`src/rtl/banked_sp_ram_arb.sv`:
```
// Single-clock banked RAM: NUM_BANKS single-port banks shared by ports A and B.
// Same-bank collisions are resolved round-robin; reads return one cycle after grant.

module banked_sp_ram_bank #(
    parameter int DATA_WIDTH = 8,
    parameter int ROW_BITS   = 3
) (
    input  logic                  clk,
    input  logic                  i_we,
    input  logic [ROW_BITS-1:0]   i_row,
    input  logic [DATA_WIDTH-1:0] i_wdata,
    output logic [DATA_WIDTH-1:0] o_rdata
);
    logic [DATA_WIDTH-1:0] r_mem [2**ROW_BITS];

    always_ff @(posedge clk)
        if (i_we) r_mem[i_row] <= i_wdata;

    // Combinational read; the port-side register provides the one-cycle latency.
    assign o_rdata = r_mem[i_row];
endmodule

module banked_sp_ram_arb #(
    parameter int DATA_WIDTH = 8,
    parameter int ADDR_WIDTH = 5,
    parameter int NUM_BANKS  = 4,
    parameter int INTERLEAVE = 0
) (
    input  logic                  clk,
    input  logic                  rst_n,
    input  logic                  a_req,
    input  logic                  a_we,
    input  logic [ADDR_WIDTH-1:0] a_addr,
    input  logic [DATA_WIDTH-1:0] a_wdata,
    output logic                  a_gnt,
    output logic                  a_rvalid,
    output logic [DATA_WIDTH-1:0] a_rdata,
    input  logic                  b_req,
    input  logic                  b_we,
    input  logic [ADDR_WIDTH-1:0] b_addr,
    input  logic [DATA_WIDTH-1:0] b_wdata,
    output logic                  b_gnt,
    output logic                  b_rvalid,
    output logic [DATA_WIDTH-1:0] b_rdata,
    output logic [15:0]           conflict_cnt
);
    localparam int BANK_BITS = $clog2(NUM_BANKS);
    localparam int ROW_BITS  = ADDR_WIDTH - BANK_BITS;

    logic [BANK_BITS-1:0] w_a_bank, w_b_bank;
    logic [ROW_BITS-1:0]  w_a_row,  w_b_row;
    logic                 w_conflict;

    logic [NUM_BANKS-1:0]                 w_bank_we;
    logic [NUM_BANKS-1:0][ROW_BITS-1:0]   w_bank_row;
    logic [NUM_BANKS-1:0][DATA_WIDTH-1:0] w_bank_wdata;
    logic [NUM_BANKS-1:0][DATA_WIDTH-1:0] w_bank_rdata;

    logic                  r_prio;
    logic [15:0]           r_cnt;
    logic                  r_a_rvalid, r_b_rvalid;
    logic [DATA_WIDTH-1:0] r_a_rdata,  r_b_rdata;

    generate
        if (INTERLEAVE != 0) begin : g_interleave
            assign w_a_bank = a_addr[BANK_BITS-1:0];
            assign w_a_row  = a_addr[ADDR_WIDTH-1:BANK_BITS];
            assign w_b_bank = b_addr[BANK_BITS-1:0];
            assign w_b_row  = b_addr[ADDR_WIDTH-1:BANK_BITS];
        end else begin : g_contig
            assign w_a_bank = a_addr[ADDR_WIDTH-1 -: BANK_BITS];
            assign w_a_row  = a_addr[ROW_BITS-1:0];
            assign w_b_bank = b_addr[ADDR_WIDTH-1 -: BANK_BITS];
            assign w_b_row  = b_addr[ROW_BITS-1:0];
        end
    endgenerate

    assign w_conflict = a_req && b_req && (w_a_bank == w_b_bank);

    // On a collision only the prio holder is granted (0 = A, 1 = B).
    assign a_gnt = rst_n && a_req && (!w_conflict || !r_prio);
    assign b_gnt = rst_n && b_req && (!w_conflict ||  r_prio);

    generate
        for (genvar g = 0; g < NUM_BANKS; g++) begin : g_bank
            logic w_a_sel, w_b_sel;
            assign w_a_sel         = a_gnt && (w_a_bank == BANK_BITS'(g));
            assign w_b_sel         = b_gnt && (w_b_bank == BANK_BITS'(g));
            assign w_bank_we[g]    = (w_a_sel && a_we) || (w_b_sel && b_we);
            assign w_bank_row[g]   = w_a_sel ? w_a_row : w_b_row;
            assign w_bank_wdata[g] = w_a_sel ? a_wdata : b_wdata;

            banked_sp_ram_bank #(
                .DATA_WIDTH(DATA_WIDTH),
                .ROW_BITS  (ROW_BITS)
            ) u_bank (
                .clk    (clk),
                .i_we   (w_bank_we[g]),
                .i_row  (w_bank_row[g]),
                .i_wdata(w_bank_wdata[g]),
                .o_rdata(w_bank_rdata[g])
            );
        end
    endgenerate

    always_ff @(posedge clk or negedge rst_n) begin
        if (!rst_n) begin
            r_prio     <= 1'b0;
            r_cnt      <= 16'd0;
            r_a_rvalid <= 1'b0;
            r_b_rvalid <= 1'b0;
            r_a_rdata  <= '0;
            r_b_rdata  <= '0;
        end else begin
            if (w_conflict) begin
                r_prio <= ~r_prio;
                if (r_cnt != 16'hFFFF) r_cnt <= r_cnt + 16'd1;
            end
            r_a_rvalid <= a_gnt && !a_we;
            r_b_rvalid <= b_gnt && !b_we;
            // rdata holds its value between reads
            if (a_gnt && !a_we) r_a_rdata <= w_bank_rdata[w_a_bank];
            if (b_gnt && !b_we) r_b_rdata <= w_bank_rdata[w_b_bank];
        end
    end

    assign a_rvalid     = r_a_rvalid;
    assign b_rvalid     = r_b_rvalid;
    assign a_rdata      = r_a_rdata;
    assign b_rdata      = r_b_rdata;
    assign conflict_cnt = r_cnt;
endmodule
```
`config.mk`:
```
export PLATFORM = sky130hd
export DESIGN_NAME = banked_sp_ram_arb
export DESIGN_NICKNAME = d
export VERILOG_FILES = /design/src/rtl/banked_sp_ram_arb.sv
export SDC_FILE = /design/constraint.sdc
export NUM_CORES = 1
export LEC_CHECK = 0
export ABC_AREA = 1
export CORE_MARGIN = 4
export CORE_UTILIZATION = 55
export CTS_CLUSTER_SIZE = 40
export DETAILED_ROUTE_END_ITERATION = 10
export PLACE_DENSITY = 0.77
export REMOVE_ABC_BUFFERS = 1
export SETUP_SLACK_MARGIN = 0.02
export SLEW_MARGIN = 20
export SYNTH_ARGS = -nofsm -noshare
export SYNTH_HDL_FRONTEND = slang
export SYNTH_SLANG_ARGS = --single-unit
```
`constraint.sdc`:
```
create_clock -name clk -period 2.2 [get_ports clk]
set_input_delay 0.22 -clock clk [delete_from_list [all_inputs] [get_ports clk]]
set_output_delay 0.22 -clock clk [all_outputs]
set_load 0.01 [all_outputs]
```
==> metrics.yaml <==
status:
  outcome: "finished, violations left"
  violations: "setup timing"
clocking:
  cts_tree: "yes"
  clk_latency_ps: 560
  cts-buffers-inserted: 30
  cts-htree-levels: 1
  clock_path_buffers: 3
  clk_pin_slew_ps: 60
  clock_sinks: 291
  cts.root.buffer_cell: "clkbuf_16"
worst_setup_path:
  crit_fanout: 8
  timing.critical_path.from_type: "flop"
  rrSetupSlack_ps: -70
  r2r_start: "r_prio"
  endpoint_kind: "flop"
  crit_start: "r_prio"
  worstPathRequired_ps: 2660
  worstPathArrival_ps: 2730
  cp-endpoint: "b_rdata[5]"
  rr_endpoint: "b_rdata[5]"
  reg2reg_depth: 14
  crit_type: "flop to flop"
floorplan:
  core_sq_um: 24600
  fp.dieH_um: 167
  die_w_um: 167
  die_area_sq_um: 27900
  ios: 68
  placementRows: 57
  initial_core_util_pct: 56.5
timing:
  slew_headroom_pct: 52.3
  fin_worst_skew_ps: 13.5
  worstMarginPinSlew_ps: 713
  finalCritPeriodShare_pct: 103
  slew_viol_final: 0
  rsz0062_at_grt: "true"
  setup_viol: 10
  min_period_ps: 2270
  hold_viol: 0
  fmax_mhz: 441
  fin_ws_ps: -68.3
  hold_slack_ps: 398
synth:
  synth_seq_area_share_pct: 61.6
  synthTopCellsByCount: "468 x nand2_1, 335 x inv_1, 256 x edfxtp_1"
  ys_ff_latch: 291
  synth_cell_types: 27
  yosys.area.top_type_share_pct: 55.3
  synth_top_area_cell: "edfxtp_1"
  synth_async_sr_flop_share_pct: 12.0
  syn_area_per_cell_sq_um: 9.03
  yosys-top-cells-area: "edfxtp_1 55%, nand2_1 13%, inv_1 9.0%, dfrtp_1 6.3%, nand3_1 5.5%"
  synthMostInstantiatedCell: "nand2_1"
  synth_ff_type: "edfxtp_1"
  synthCells: 1540
  ys.warnings.count: 0
  synth-edff-count: 256
  synth_area_sq_um: 13900
pwr:
  power_leakage_uw: 0.00842
  finalPower_uw: 14000
  ir_drop_uv: 774
  power_density_nw_per_um2: 756
finish:
  regArea_sq_um: 8560
  nNetsFinal: 1848
  nFillCells: 1469
  diodes: 0
  drive_gt1_share_pct: 23.1
  multi_input_area_sq_um: 4400
  area_delta_synth_final_pct: 33.2
route:
  drt-pass1-iter-count: 6
  wl_mm: 41.1
  wl_per_cell_um: 19.0
  drtAntennaViolNets: 0
  vias: 12000
  drt_iter0_drc: 1720
  drc: 0
  vias_per_cell: 5.53
grt:
  grt_pass1_vias: 11100
  grt_usage_pct: 26.6
  grt_max_degree: 36
  grt_pass1_wl_mm: 59.0
  antenna_found_initial: 0
  grt_overflow: 0
placement:
  io_buffers: 67
  gp_congestion: 1.04
  place_ws_ps: -748
  dp_hpwl_mm: 25.8
run:
  maxCapViolCount: 0
min_path:
  hp-class: "primary input to flop"
-- metrics by stage --
stage	instances	setup TNS [ps]	util (%)	cell area, sq um
floorplan	1500	-200740	-	13700
global placement	2064	-237470	65.8	16200
detailed placement	2064	-249460	65.8	16200
CTS	2133	0	71.8	17700
global route	2162	-5200	75.2	18500
finish	2162	-260	75.2	18500
-- layout make-up --
class                   count  area share (%)
flip-flops and latches    291            46.3
well taps                 324            2.19
clock buffers              35            4.27
repair buffers            279            14.9
clock inverters            20            1.64
inverters                 338            6.91
multi-input cells         875            23.8
-- state kept, by name (all words and copies together) (netlist names) --
signal / flops
g_bank.u_bank.r_mem: 256
a_rvalid: 1
r_prio: 1
b_rvalid: 1
a_rdata: 8
conflict_cnt: 16
b_rdata: 8
-- how the worst min path moves through the flow --
stage	start	end	slack, ps	cells past startpoint
floorplan	rst_n	a_rdata[0]	-80	0
detailed placement	rst_n	b_rvalid	430	3
CTS	rst_n	conflict_cnt[1]	420	4
finish	b_req	b_rvalid	400	6
global route	b_req	b_rvalid	440	6
global placement	rst_n	conflict_cnt[7]	420	3
-- worst max-delay path, stage by stage (launching register included) --
cell     delay (ps)
dfrtp_1         410
nand3_2          90
buf_8           150
buf_8           120
nand4_1         140
nand2_4         140
buf_12          130
buf_8           140
nand2_2          60
nand3_1          80
nand4_1         240
nand2_1         160
nand3_2         100
nor2_2          140
nor2_1           50
-- where the power goes --
part	switching, uW	internal (uW)
sequential	121	6190
clock	2120	3490
combinational	1180	885
-- kinds of logic after synthesis --
| family | Yosys count | share of synthesized area (%) |
|---|---|---|
| xor+xnor | 15 | 0.945 |
| fa+ha+maj | 1 | 0.0900 |
| flops | 291 | 61.6 |
| compound gates | 70 | 2.56 |
| simple gates | 785 | 24.1 |
| buf+inv | 378 | 10.7 |
-- cell usage in the layout (no fill, tap or decap), types with 6 or more instances in the layout --
| cell | synthesis | layout |
|---|---|---|
| buf_12 | 0 | 19 |
| buf_4 | 6 | 158 |
| buf_6 | 3 | 20 |
| bufinv_16 | 0 | 8 |
| clkbuf_16 | 0 | 36 |
| clkdlybuf4s50_1 | 0 | 58 |
| dfrtp_1 | 35 | 35 |
| dlygate4sd2_1 | 0 | 6 |
| edfxtp_1 | 256 | 256 |
| inv_1 | 335 | 325 |
| inv_2 | 3 | 10 |
| nand2_1 | 468 | 414 |
| nand2_2 | 2 | 43 |
| nand2_4 | 0 | 12 |
| nand3_1 | 153 | 136 |
| nand3_2 | 3 | 16 |
| nand4_1 | 33 | 33 |
| nor2_1 | 81 | 53 |
| nor2_2 | 17 | 29 |
| nor2_4 | 0 | 20 |
| nor3_1 | 6 | 6 |
| o21ai_0 | 58 | 40 |
| o21ai_1 | 8 | 20 |
| o21ai_2 | 0 | 6 |
| or2_2 | 19 | 19 |
| xor2_1 | 10 | 10 |
-- what timing repair did --
item / CTS / global route
gates resized for setup: 59 / 158
pin swaps: 14 / 47
hold buffers: 1 / 0
hold endpoints to repair: 35 / 0
cloned: 8 / 5
setup endpoints to repair: 216 / 313
setup buffers: 5 / 24
-- metal layers --
| layer | vias to the layer above | wire, um | GRT usage (%) |
|---|---|---|---|
| li1 | 5417 | - | - |
| met1 | 5531 | 15100 | 35.7 |
| met2 | 812 | 19400 | 43.6 |
| met3 | 203 | 4150 | 4.72 |
| met4 | 0 | 2460 | 10.6 |
| met5 | - | 0 | 0 |
(Power assumes the default switching activity.)
